File: src/rtl/inv_chain_pkg.sv
// Shared types and constants for the inverter-chain monitor.
// Error bit positions, the monitor FSM states and the pending-edge FIFO entry layout.
package inv_chain_pkg;

   localparam int ERR_SPUR = 0;
   localparam int ERR_POL  = 1;
   localparam int ERR_OVF  = 2;
   localparam int ERR_TMO  = 3;

   localparam int WARMUP_CYCLES = 3;

   // Widest timestamp the FIFO entry can carry; the top stores CNT_W bits zero-extended.
   localparam int MAX_CNT_W = 32;

   typedef enum logic {
      WARMUP = 1'b0,
      TRACK  = 1'b1
   } state_t;

   typedef struct packed {
      logic [MAX_CNT_W-1:0] ts;
      logic                 level;
   } fifo_entry_t;

endpackage

File: src/rtl/inv_chain_monitor_edge_sync.sv
// Two-flop synchronizer plus history flop for one asynchronous level.
// Edge is visible 2-3 cycles after the raw change; no backpressure.
module edge_sync (
   input  logic clk,
   input  logic rst,
   input  logic din,
   output logic level,
   output logic edge_pulse
);

   logic s1_q, s2_q, hist_q;
   logic s1_d, s2_d, hist_d;

   always_comb begin
      s1_d   = din;
      s2_d   = s1_q;
      hist_d = s2_q;
   end

   always_ff @(posedge clk or posedge rst) begin
      if (rst) begin
         s1_q   <= 1'b0;
         s2_q   <= 1'b0;
         hist_q <= 1'b0;
      end else begin
         s1_q   <= s1_d;
         s2_q   <= s2_d;
         hist_q <= hist_d;
      end
   end

   assign level      = s2_q;
   assign edge_pulse = s2_q ^ hist_q;

endmodule

File: src/rtl/inv_chain_monitor.sv
// Matches chain stimulus edges to chain output edges: latency, polarity, spurious/missing/overflow errors.
// Results registered one cycle after edge detection; no backpressure, edges beyond the FIFO are dropped and counted.
module inv_chain_monitor #(
   parameter int CNT_W   = 16,
   parameter int DEPTH   = 4,
   parameter int INVERT  = 1,
   parameter int TIMEOUT = 64
) (
   input  logic             clk,
   input  logic             reset,
   input  logic             chain_in,
   input  logic             chain_out,
   output logic             lat_valid,
   output logic [CNT_W-1:0] lat_cycles,
   output logic [CNT_W-1:0] max_lat,
   output logic [CNT_W-1:0] edge_count,
   output logic [CNT_W-1:0] err_count,
   output logic [3:0]       err_flags
);
   import inv_chain_pkg::*;

   localparam int               PTR_W    = $clog2(DEPTH);
   localparam logic [PTR_W:0]   FULL_CNT = (PTR_W+1)'(DEPTH);
   localparam logic [CNT_W-1:0] TMO_LIM  = CNT_W'(TIMEOUT);
   localparam logic             INV_BIT  = (INVERT != 0);
   localparam logic [1:0]       WARM_END = 2'(WARMUP_CYCLES - 1);

   logic in_lvl, in_edge, out_lvl, out_edge;

   edge_sync u_sync_in (
      .clk        (clk),
      .rst        (reset),
      .din        (chain_in),
      .level      (in_lvl),
      .edge_pulse (in_edge)
   );

   edge_sync u_sync_out (
      .clk        (clk),
      .rst        (reset),
      .din        (chain_out),
      .level      (out_lvl),
      .edge_pulse (out_edge)
   );

   state_t     state_q, state_d;
   logic [1:0] warm_q, warm_d;
   logic       track_en;

   always_ff @(posedge clk or posedge reset) begin
      if (reset) begin
         state_q <= WARMUP;
         warm_q  <= 2'd0;
      end else begin
         state_q <= state_d;
         warm_q  <= warm_d;
      end
   end

   // Warm-up lets the synchronizer history settle so reset-release levels never count as edges.
   always_comb begin
      state_d = state_q;
      warm_d  = warm_q;
      if (state_q == WARMUP) begin
         if (warm_q == WARM_END) begin
            state_d = TRACK;
            warm_d  = 2'd0;
         end else begin
            warm_d = warm_q + 2'd1;
         end
      end
   end

   always_comb begin
      track_en = (state_q == TRACK);
   end

   logic [CNT_W-1:0] ts_q, ts_d;
   fifo_entry_t      fifo_q [DEPTH];
   fifo_entry_t      fifo_d [DEPTH];
   logic [PTR_W-1:0] wr_ptr_q, wr_ptr_d, rd_ptr_q, rd_ptr_d;
   logic [PTR_W:0]   cnt_q, cnt_d;

   logic             lat_valid_q, lat_valid_d;
   logic [CNT_W-1:0] lat_cycles_q, lat_cycles_d;
   logic [CNT_W-1:0] max_lat_q, max_lat_d;
   logic [CNT_W-1:0] edge_count_q, edge_count_d;
   logic [CNT_W-1:0] err_count_q, err_count_d;
   logic [3:0]       err_flags_q, err_flags_d;

   fifo_entry_t      head;
   fifo_entry_t      push_entry;
   logic [CNT_W-1:0] head_age;
   logic             fifo_empty;
   logic             do_pop, do_push;
   logic             spur, pol, ovf, tmo;
   logic [2:0]       err_inc;
   logic [CNT_W:0]   err_sum;
   logic [3:0]       new_flags;

   always_comb begin
      ts_d         = ts_q + CNT_W'(1);
      fifo_d       = fifo_q;
      wr_ptr_d     = wr_ptr_q;
      rd_ptr_d     = rd_ptr_q;
      cnt_d        = cnt_q;
      lat_valid_d  = 1'b0;
      lat_cycles_d = lat_cycles_q;
      max_lat_d    = max_lat_q;
      edge_count_d = edge_count_q;
      err_count_d  = err_count_q;
      err_flags_d  = err_flags_q;
      do_pop       = 1'b0;
      do_push      = 1'b0;
      spur         = 1'b0;
      pol          = 1'b0;
      ovf          = 1'b0;
      tmo          = 1'b0;
      new_flags    = 4'b0000;

      head       = fifo_q[rd_ptr_q];
      head_age   = CNT_W'(MAX_CNT_W'(ts_q) - head.ts);
      fifo_empty = (cnt_q == '0);
      push_entry = '{ts: MAX_CNT_W'(ts_q), level: in_lvl};

      if (track_en) begin
         if (out_edge) begin
            if (fifo_empty) begin
               spur = 1'b1;
            end else begin
               do_pop       = 1'b1;
               lat_valid_d  = 1'b1;
               lat_cycles_d = head_age;
               if (head_age > max_lat_q) begin
                  max_lat_d = head_age;
               end
               if (edge_count_q != '1) begin
                  edge_count_d = edge_count_q + CNT_W'(1);
               end
               pol = (out_lvl != (head.level ^ INV_BIT));
            end
         end else if (!fifo_empty && (head_age > TMO_LIM)) begin
            do_pop = 1'b1;
            tmo    = 1'b1;
         end

         // Fullness is judged after this cycle's pop, so a pop frees room for a same-cycle push.
         if (in_edge) begin
            if ((cnt_q - (PTR_W+1)'(do_pop)) == FULL_CNT) begin
               ovf = 1'b1;
            end else begin
               do_push = 1'b1;
            end
         end
      end

      if (do_push) begin
         fifo_d[wr_ptr_q] = push_entry;
         wr_ptr_d         = wr_ptr_q + PTR_W'(1);
      end
      if (do_pop) begin
         rd_ptr_d = rd_ptr_q + PTR_W'(1);
      end
      cnt_d = cnt_q + (PTR_W+1)'(do_push) - (PTR_W+1)'(do_pop);

      new_flags[ERR_SPUR] = spur;
      new_flags[ERR_POL]  = pol;
      new_flags[ERR_OVF]  = ovf;
      new_flags[ERR_TMO]  = tmo;
      err_flags_d         = err_flags_q | new_flags;

      err_inc = {2'b00, spur} + {2'b00, pol} + {2'b00, ovf} + {2'b00, tmo};
      err_sum = {1'b0, err_count_q} + (CNT_W+1)'(err_inc);
      if (err_sum[CNT_W]) begin
         err_count_d = '1;
      end else begin
         err_count_d = err_sum[CNT_W-1:0];
      end
   end

   always_ff @(posedge clk or posedge reset) begin
      if (reset) begin
         ts_q     <= '0;
         wr_ptr_q <= '0;
         rd_ptr_q <= '0;
         cnt_q    <= '0;
         for (int i = 0; i < DEPTH; i++) begin
            fifo_q[i] <= '0;
         end
         lat_valid_q  <= 1'b0;
         lat_cycles_q <= '0;
         max_lat_q    <= '0;
         edge_count_q <= '0;
         err_count_q  <= '0;
         err_flags_q  <= 4'b0000;
      end else begin
         ts_q         <= ts_d;
         wr_ptr_q     <= wr_ptr_d;
         rd_ptr_q     <= rd_ptr_d;
         cnt_q        <= cnt_d;
         fifo_q       <= fifo_d;
         lat_valid_q  <= lat_valid_d;
         lat_cycles_q <= lat_cycles_d;
         max_lat_q    <= max_lat_d;
         edge_count_q <= edge_count_d;
         err_count_q  <= err_count_d;
         err_flags_q  <= err_flags_d;
      end
   end

   assign lat_valid  = lat_valid_q;
   assign lat_cycles = lat_cycles_q;
   assign max_lat    = max_lat_q;
   assign edge_count = edge_count_q;
   assign err_count  = err_count_q;
   assign err_flags  = err_flags_q;

endmodule

File: config.mk
export PLATFORM = sky130hd
export DESIGN_NAME = inv_chain_monitor
export DESIGN_NICKNAME = d
export VERILOG_FILES = /design/src/rtl/inv_chain_pkg.sv /design/src/rtl/inv_chain_monitor_edge_sync.sv /design/src/rtl/inv_chain_monitor.sv
export SDC_FILE = /design/constraint.sdc
export NUM_CORES = 1
export LEC_CHECK = 0
export ABC_AREA = 1
export CAP_MARGIN = 30
export CORE_ASPECT_RATIO = 0.5
export CORE_MARGIN = 5
export CORE_UTILIZATION = 59
export CTS_CLUSTER_DIAMETER = 80
export DETAILED_ROUTE_END_ITERATION = 10
export PLACE_DENSITY = 0.89
export SYNTH_ARGS = -nofsm -noshare
export SYNTH_HDL_FRONTEND = slang
export SYNTH_SLANG_ARGS = --single-unit
File: constraint.sdc
create_clock -name clk -period 7.2 [get_ports clk]
set_input_delay 1.8 -clock clk [delete_from_list [all_inputs] [get_ports clk]]
set_output_delay 1.8 -clock clk [all_outputs]
set_load 0.01 [all_outputs]
==> results.md, run 1 <==
- Worst path slowest cell: fa_1
- Initial Util: 0.606
- Clock Tree Buf Depth: 2
- WS Path Type: flip-flop to flip-flop
- Inserted Clock Buffers: 17
- CP Launch Type: flip-flop
- Crit path top cell by count: nand2_1
- Core ar.: 14500 µm²
- Max Clock Skew: approximately 13 ps
- Pwr Density: 473 nW/µm²
- P_leak: 5.13 nW
- FP Rows: 31
- Port Buffer Count: 72
- Die ar.: roughly 18000 µm²
- Post-route minimum period: 6590 ps
- Placer congestion estimate: 0.908
- IO Pins: 73
- CTS Root Buffer Type: clkbuf_16
- Post-Syn Area: 8810 µm²
- Pwr Total: 0.00493 W
- First DRT Iteration DRCs: 785
- Status: finished clean
- Nets: 1176
- Unrepaired setup endpoints after global routing: false
- Crit end category: flip-flop
- Syn_nets: around 1100
- Commonest non-fill, non-tap cells in the layout: nand2_1 (308), dfrtp_1 (169), inv_1 (131)
- Total negative slack: 0 ps
- Cell Area, Placed: 9750 µm²
- Number of synthesized flops with an enable pin: 0
- GR Overflow Total: 0
- CP arrival: 6920 ps
- DR DRC count: 0
- Fmax: 0.152 GHz
- Clock Sinks: 169
- Setup bufs post-CTS: 0
- Die Wd: around 180 µm
- Via count of the first global-routing pass: 7533
- Max VDD drop: 0.224 mV
- Die Ht: 96.4 µm
- PostCTS Resize Cnt: 0
- Number of inserted diodes: 0
- HP Class: flip-flop to flip-flop
- Worst path required time: between 7000 and 8000 ps
- Sequential fraction of the synthesis area: 0.480
- Final Hold Fails: 0
- Synthesis warning total: 0
- TritonCTS clock tree: done
- Pins Over Slew Limit: 0
- Rel. slew slack: 0.425
- Tightest Pin Transition: 862 ps
- 1st-pass router iterations: 6
- # setup viols final: 0
- Yosys cell types: 42
- Syn-to-layout area delta: 18.2%
- First-pass GRT wire length: 35800 µm
- Finished Core Util: 0.716
- Initial antenna violation count: 0
- H-tree levels: 4
- Vias: 7651
- Ys async rst share: 1.00
- Max incr delay on CP: 510 ps
- WL final: 21500 µm
- Syn Inst Count: 1058
- Yosys reg bits: 169
- Largest fanout on the critical path: 35
- Clk slew on worst S/H paths: about 70 ps
- Skew-Pair Late Insertion Delay: between 400 and 500 ps
- Dpl hpwl: 14400 µm
- Vias per std cell: around 5.7
- Hold buffers post-CTS: 0
- Final Instance Area: 10400 µm²
- Tcrit/Tclk final: 0.915
- Most common cell after layout, fill and taps aside: nand2_1
- Global-route usage over all layers: 0.251
- Post-Syn Area per Cell: roughly 8.3 µm²
- Top_reg_cell synth: dfrtp_1
- Share of cells above drive strength 1: 0.0684
- Routed Antenna Nets: 0
- WL per Instance: 16.0 µm
- Largest net degree at the start of global routing: 71
- Max-Cap Viols: 0
[final cells by class]
cell class	instances	area (µm²)
multi-input combinational	722	3920
fill	1025	4130
tap	198	248
sequential	169	4230
clock buffer	19	453
timing repair buffer	82	863
inverter	136	515
clock inverter	13	181
[stage by stage]
step | hold WS, ps | worst slack [ps] | instances
after CTS | 361 | 686 | 1338
after detailed placement | 341 | 845 | 1306
after global routing | 373 | 79.6 | 1339
final | 360 | 612 | 1339
after global placement | 337 | 1020 | 1303
after floorplan | 331 | 825 | 1058
[Yosys cell counts (4+ instances only)]
cell | n | area [µm²]
nand2_1 | 308 | 1160
dfrtp_1 | 169 | 4230
inv_1 | 132 | 495
o21ai_0 | 85 | 425
nand3_1 | 64 | 320
nor2_1 | 48 | 180
ha_1 | 39 | 488
xor2_1 | 37 | 324
a21oi_1 | 30 | 150
clkbuf_1 | 23 | 86.3
nand4_1 | 15 | 93.8
a32o_1 | 14 | 140
nand2_2 | 14 | 87.6
nor3_1 | 14 | 70.1
xnor2_1 | 9 | 78.8
a31oi_1 | 7 | 43.8
fa_1 | 5 | 100
or2_2 | 5 | 31.3
inv_2 | 4 | 15.0
nand3_2 | 4 | 40.0
[flip-flops by register name, summed over array words and instances, names as in the netlist, 3 cells and up]
signal	count
lat_cycles	16
err_flags	4
fifo_q	68
edge_count	16
err_count	16
max_lat	16
ts_q	16
cnt_q	3
[final timing paths]
path	endpoint	startpoint	depth (start not counted)	slack, ps
max	err_count[13]	rd_ptr_q[0]	35	610
min	u_sync_in.level	u_sync_in.s1_q	0	360
max reg2reg	err_count[13]	rd_ptr_q[0]	35	610
min reg2reg	u_sync_in.level	u_sync_in.s1_q	0	360
max in group asynchronous	err_count[12]	reset	3	4220
min in group asynchronous	fifo_q[68]	reset	2	1760
[metal layers]
layer / up-vias / track usage / share of wire
li1: 3538 / - / -
met1: 3665 / 0.331 / 0.42
met2: 391 / 0.428 / 0.46
met3: 57 / 0.0494 / 0.090
met4: 0 / 0.0805 / 0.022
met5: - / 0 / 0
[power by group]
group | total [W] | internal, W | switching [W]
clock network | 0.000991 | 0.000576 | 0.000416
logic | 0.00256 | 0.000986 | 0.00158
registers | 0.00138 | 0.00119 | 0.000186
total | 0.00493 | 0.00275 | 0.00218
[worst max-delay path, delay by kind of cell, from the launching register on]
| kind | cells | cell delay, ps |
|---|---|---|
| buffers and inverters | 4 | 810 |
| AOI/OAI and AO/OA | 3 | 490 |
| DFF | 1 | 380 |
| and+or+nand+nor | 21 | 2410 |
| adders and majority gates | 6 | 2250 |
| xor gates and xnor gates | 1 | 140 |
[logic make-up (layout without fill, tap and decap cells)]
logic type,count (synthesis),count (layout),synth area share
AO/OA/AOI/OAI,146,146,0.0950
XOR/XNOR,46,46,0.0457
adder cells (fa/ha/maj),44,44,0.0667
buffers and inverters,167,250,0.0747
flip-flops,169,169,0.480
AND/OR/NAND/NOR,486,486,0.238
Note: power is estimated with default switching activity, not from simulation.
==> run 2: changes to the inputs <==
- CORE_UTILIZATION: 59 -> 60
- CTS_BUF_LIST: default -> sky130_fd_sc_hd__clkbuf_4 sky130_fd_sc_hd__clkbuf_8
- PLACE_DENSITY: 0.89 -> 0.9
==> run 2 against run 1 <==
Worst hold slack worse by 3.1 ps. Critical endpoint unchanged. Largest cell class unchanged. Largest power group unchanged. Cell count unchanged. Core utilization is 1.2 points lower. Critical path type unchanged.
==> results.md, run 2 (synthesis results as in run 1) <==
- Status: finished clean (unchanged)
- Rel. slew slack: 0.539 (was 0.425)
- Port Buffer Count: 72 (unchanged)
- Hold WS: 356 ps (was 360 ps)
- Sw Share: 0.457 (was 0.442)
- Footprint of the multi-input gates: 3920 µm² (unchanged)
- HP Class: flip-flop to flip-flop (unchanged)
- Storage cell area: 4230 µm² (unchanged)
- Max VDD drop: 0.194 mV (was 0.224 mV)
- Worst path slowest cell: fa_1 (unchanged)
- Tcrit/Tclk final: 0.880 (was 0.915)
- Max-Cap Viols: 0 (unchanged)
- Hold buffers post-CTS: 0 (unchanged)
- Global-route usage over all layers: 0.250 (was 0.251)
- Share of cells above drive strength 1: 0.0684 (unchanged)
- Skew-Pair Late Insertion Delay: 460 ps (was 440 ps)
- Pwr Density: 448 nW/µm² (was 473 nW/µm²)
- Final Hold Fails: 0 (unchanged)
- WL final: 20600 µm (was 21500 µm)
- Largest fanout on the critical path: 18 (was 35)
- Met3 Use GR: 0.0589 (was 0.0494)
- Clock Sinks: 169 (unchanged)
- Tightest Pin Transition: 692 ps (was 862 ps)
- Placer congestion estimate: 0.921 (was 0.908)
- Met2 Use GR: 0.417 (was 0.428)
- First DRT Iteration DRCs: 850 (was 785)
- Flop pwr share: 0.302 (was 0.279)
- TritonCTS clock tree: done (unchanged)
- Largest net degree at the start of global routing: 63 (was 71)
- Core ar.: 14400 µm² (was 14500 µm²)
- FP Rows: 31 (unchanged)
- R2R cell count: 32 (was 35)
- Die ar.: 17400 µm² (was 17600 µm²)
- Nets: 1177 (was 1176)
- Commonest non-fill, non-tap cells in the layout: nand2_1 (308), dfrtp_1 (169), inv_1 (131) (unchanged)
- Unrepaired setup endpoints after global routing: false (unchanged)
- Clock Tree Buf Depth: 2 (unchanged)
- Syn-to-layout area delta: 15.3% (was 18.2%)
- Max incr delay on CP: 480 ps (was 510 ps)
- Die Wd: 181 µm (was 183 µm)
- Crit path top cell by count: nand2_1 (unchanged)
- Setup bufs post-CTS: 0 (unchanged)
- Number of inserted diodes: 0 (unchanged)
- IO Pins: 73 (unchanged)
- Fill cells: 1035 (was 1025)
- Most common cell after layout, fill and taps aside: nand2_1 (unchanged)
- Gr busiest metal: met2 (unchanged)
- Setup slack, reg-to-reg: 860 ps (was 610 ps)
- Pins Over Slew Limit: 0 (unchanged)
- Routed Antenna Nets: 0 (unchanged)
- Fmax: 0.158 GHz (was 0.152 GHz)
- P_leak: 5.03 nW (was 5.13 nW)
- Initial antenna violation count: 0 (unchanged)
- CP Launch Type: flip-flop (unchanged)
- Internal Power: 0.00247 W (was 0.00275 W)
- GR Overflow Total: 0 (unchanged)
- Inserted Clock Buffers: 17 (unchanged)
- WL per Instance: 15.4 µm (was 16.0 µm)
- Clk slew on worst S/H paths: 90 ps (was 70 ps)
- First-pass GRT wire length: 35300 µm (was 35800 µm)
- PostCTS Resize Cnt: 0 (unchanged)
- Dpl hpwl: 14400 µm (about the same)
- Combinational Power Share: 0.555 (was 0.520)
- Clock power frac: 0.143 (was 0.201)
- DR DRC count: 0 (unchanged)
- Max reg flops: 68 (unchanged)
- Die Ht: 95.7 µm (was 96.4 µm)
- Worst path required time: 7550 ps (was 7530 ps)
- # setup viols final: 0 (unchanged)
- Initial Util: 0.611 (was 0.606)
- Via count of the first global-routing pass: 7447 (was 7533)
- Net Sw Power: 0.00208 W (was 0.00218 W)
- Hold Path Depth: 0 (unchanged)
- Met1 usage: 0.335 (was 0.331)
- Largest Register: fifo_q (unchanged)
- 1st-pass router iterations: 7 (was 6)
- Post-route minimum period: 6340 ps (was 6590 ps)
- Vias per std cell: 5.61 (was 5.71)
- Crit end category: flip-flop (unchanged)
- Vias: 7516 (was 7651)
- CP arrival: 6680 ps (was 6920 ps)
- Total negative slack: 0 ps (unchanged)
- H-tree levels: 4 (unchanged)
- CTS Root Buffer Type: clkbuf_8 (was clkbuf_16)
- Max Clock Skew: 15.9 ps (was 13.0 ps)
- WS Path Type: flip-flop to flip-flop (unchanged)
## run 2: area by class of cell
| cell class | count | share of cell area |
|---|---|---|
| Sequential cell | 169 | 0.416 |
| Timing Repair Buffer | 83 | 0.0857 |
| Clock buffer | 19 | 0.0257 |
| Tap cell | 198 | 0.0244 |
| Multi-Input combinational cell | 722 | 0.386 |
| Clock inverter | 12 | 0.0111 |
| Inverter | 136 | 0.0507 |
## run 2: path summary, 6_finish.rpt
path                                          to            start
worst min-delay path            u_sync_out.level  u_sync_out.s1_q
max in group asynchronous         lat_cycles[15]            reset
min in group asynchronous            fifo_q[103]            reset
worst max-delay path               err_count[13]      rd_ptr_q[1]
worst max register to register     err_count[13]      rd_ptr_q[1]
worst min register to register  u_sync_out.level  u_sync_out.s1_q
## run 2: metrics by stage
| stage | instance area (µm²) | util | power [W] | std cells | setup slack (ps) |
|---|---|---|---|---|---|
| after global placement | 9690 | 0.672 | 0.00371 | 1304 | 1240 |
| final | 10200 | 0.704 | 0.00455 | 1339 | 860 |
| after global routing | 10200 | 0.704 | 0.00496 | 1339 | 264 |
| after detailed placement | 9760 | 0.676 | 0.00386 | 1307 | 965 |
| after floorplan | 8810 | - | 0.00311 | 1058 | 825 |
| after CTS | 10100 | 0.702 | 0.00453 | 1338 | 945 |
## run 2: power groups by stage
stage          Combinational [W]  Sequential, W  Clock, W
2_1_floorplan            0.00170        0.00141         0
3_3_place_gp             0.00234        0.00137         0
3_5_place_dp             0.00247        0.00139         0
4_1_cts                  0.00249        0.00137  0.000660
5_1_grt                  0.00285        0.00141  0.000707
6_report                 0.00252        0.00138  0.000652
## run 2: routing by layer
metal,up-vias,share of wire
met3,37,0.078
li1,3544,-
met2,333,0.47
met5,-,0
met4,0,0.014
met1,3602,0.44
## run 2: critical path: cells and delay by family (launching register included)
kind                       cells  cell delay, ps
xor gates and xnor gates       1             140
adders and majority gates      5            2000
and+or+nand+nor               20            2420
DFF                            1             460
buffers and inverters          3             760
AOI/OAI and AO/OA              3             440
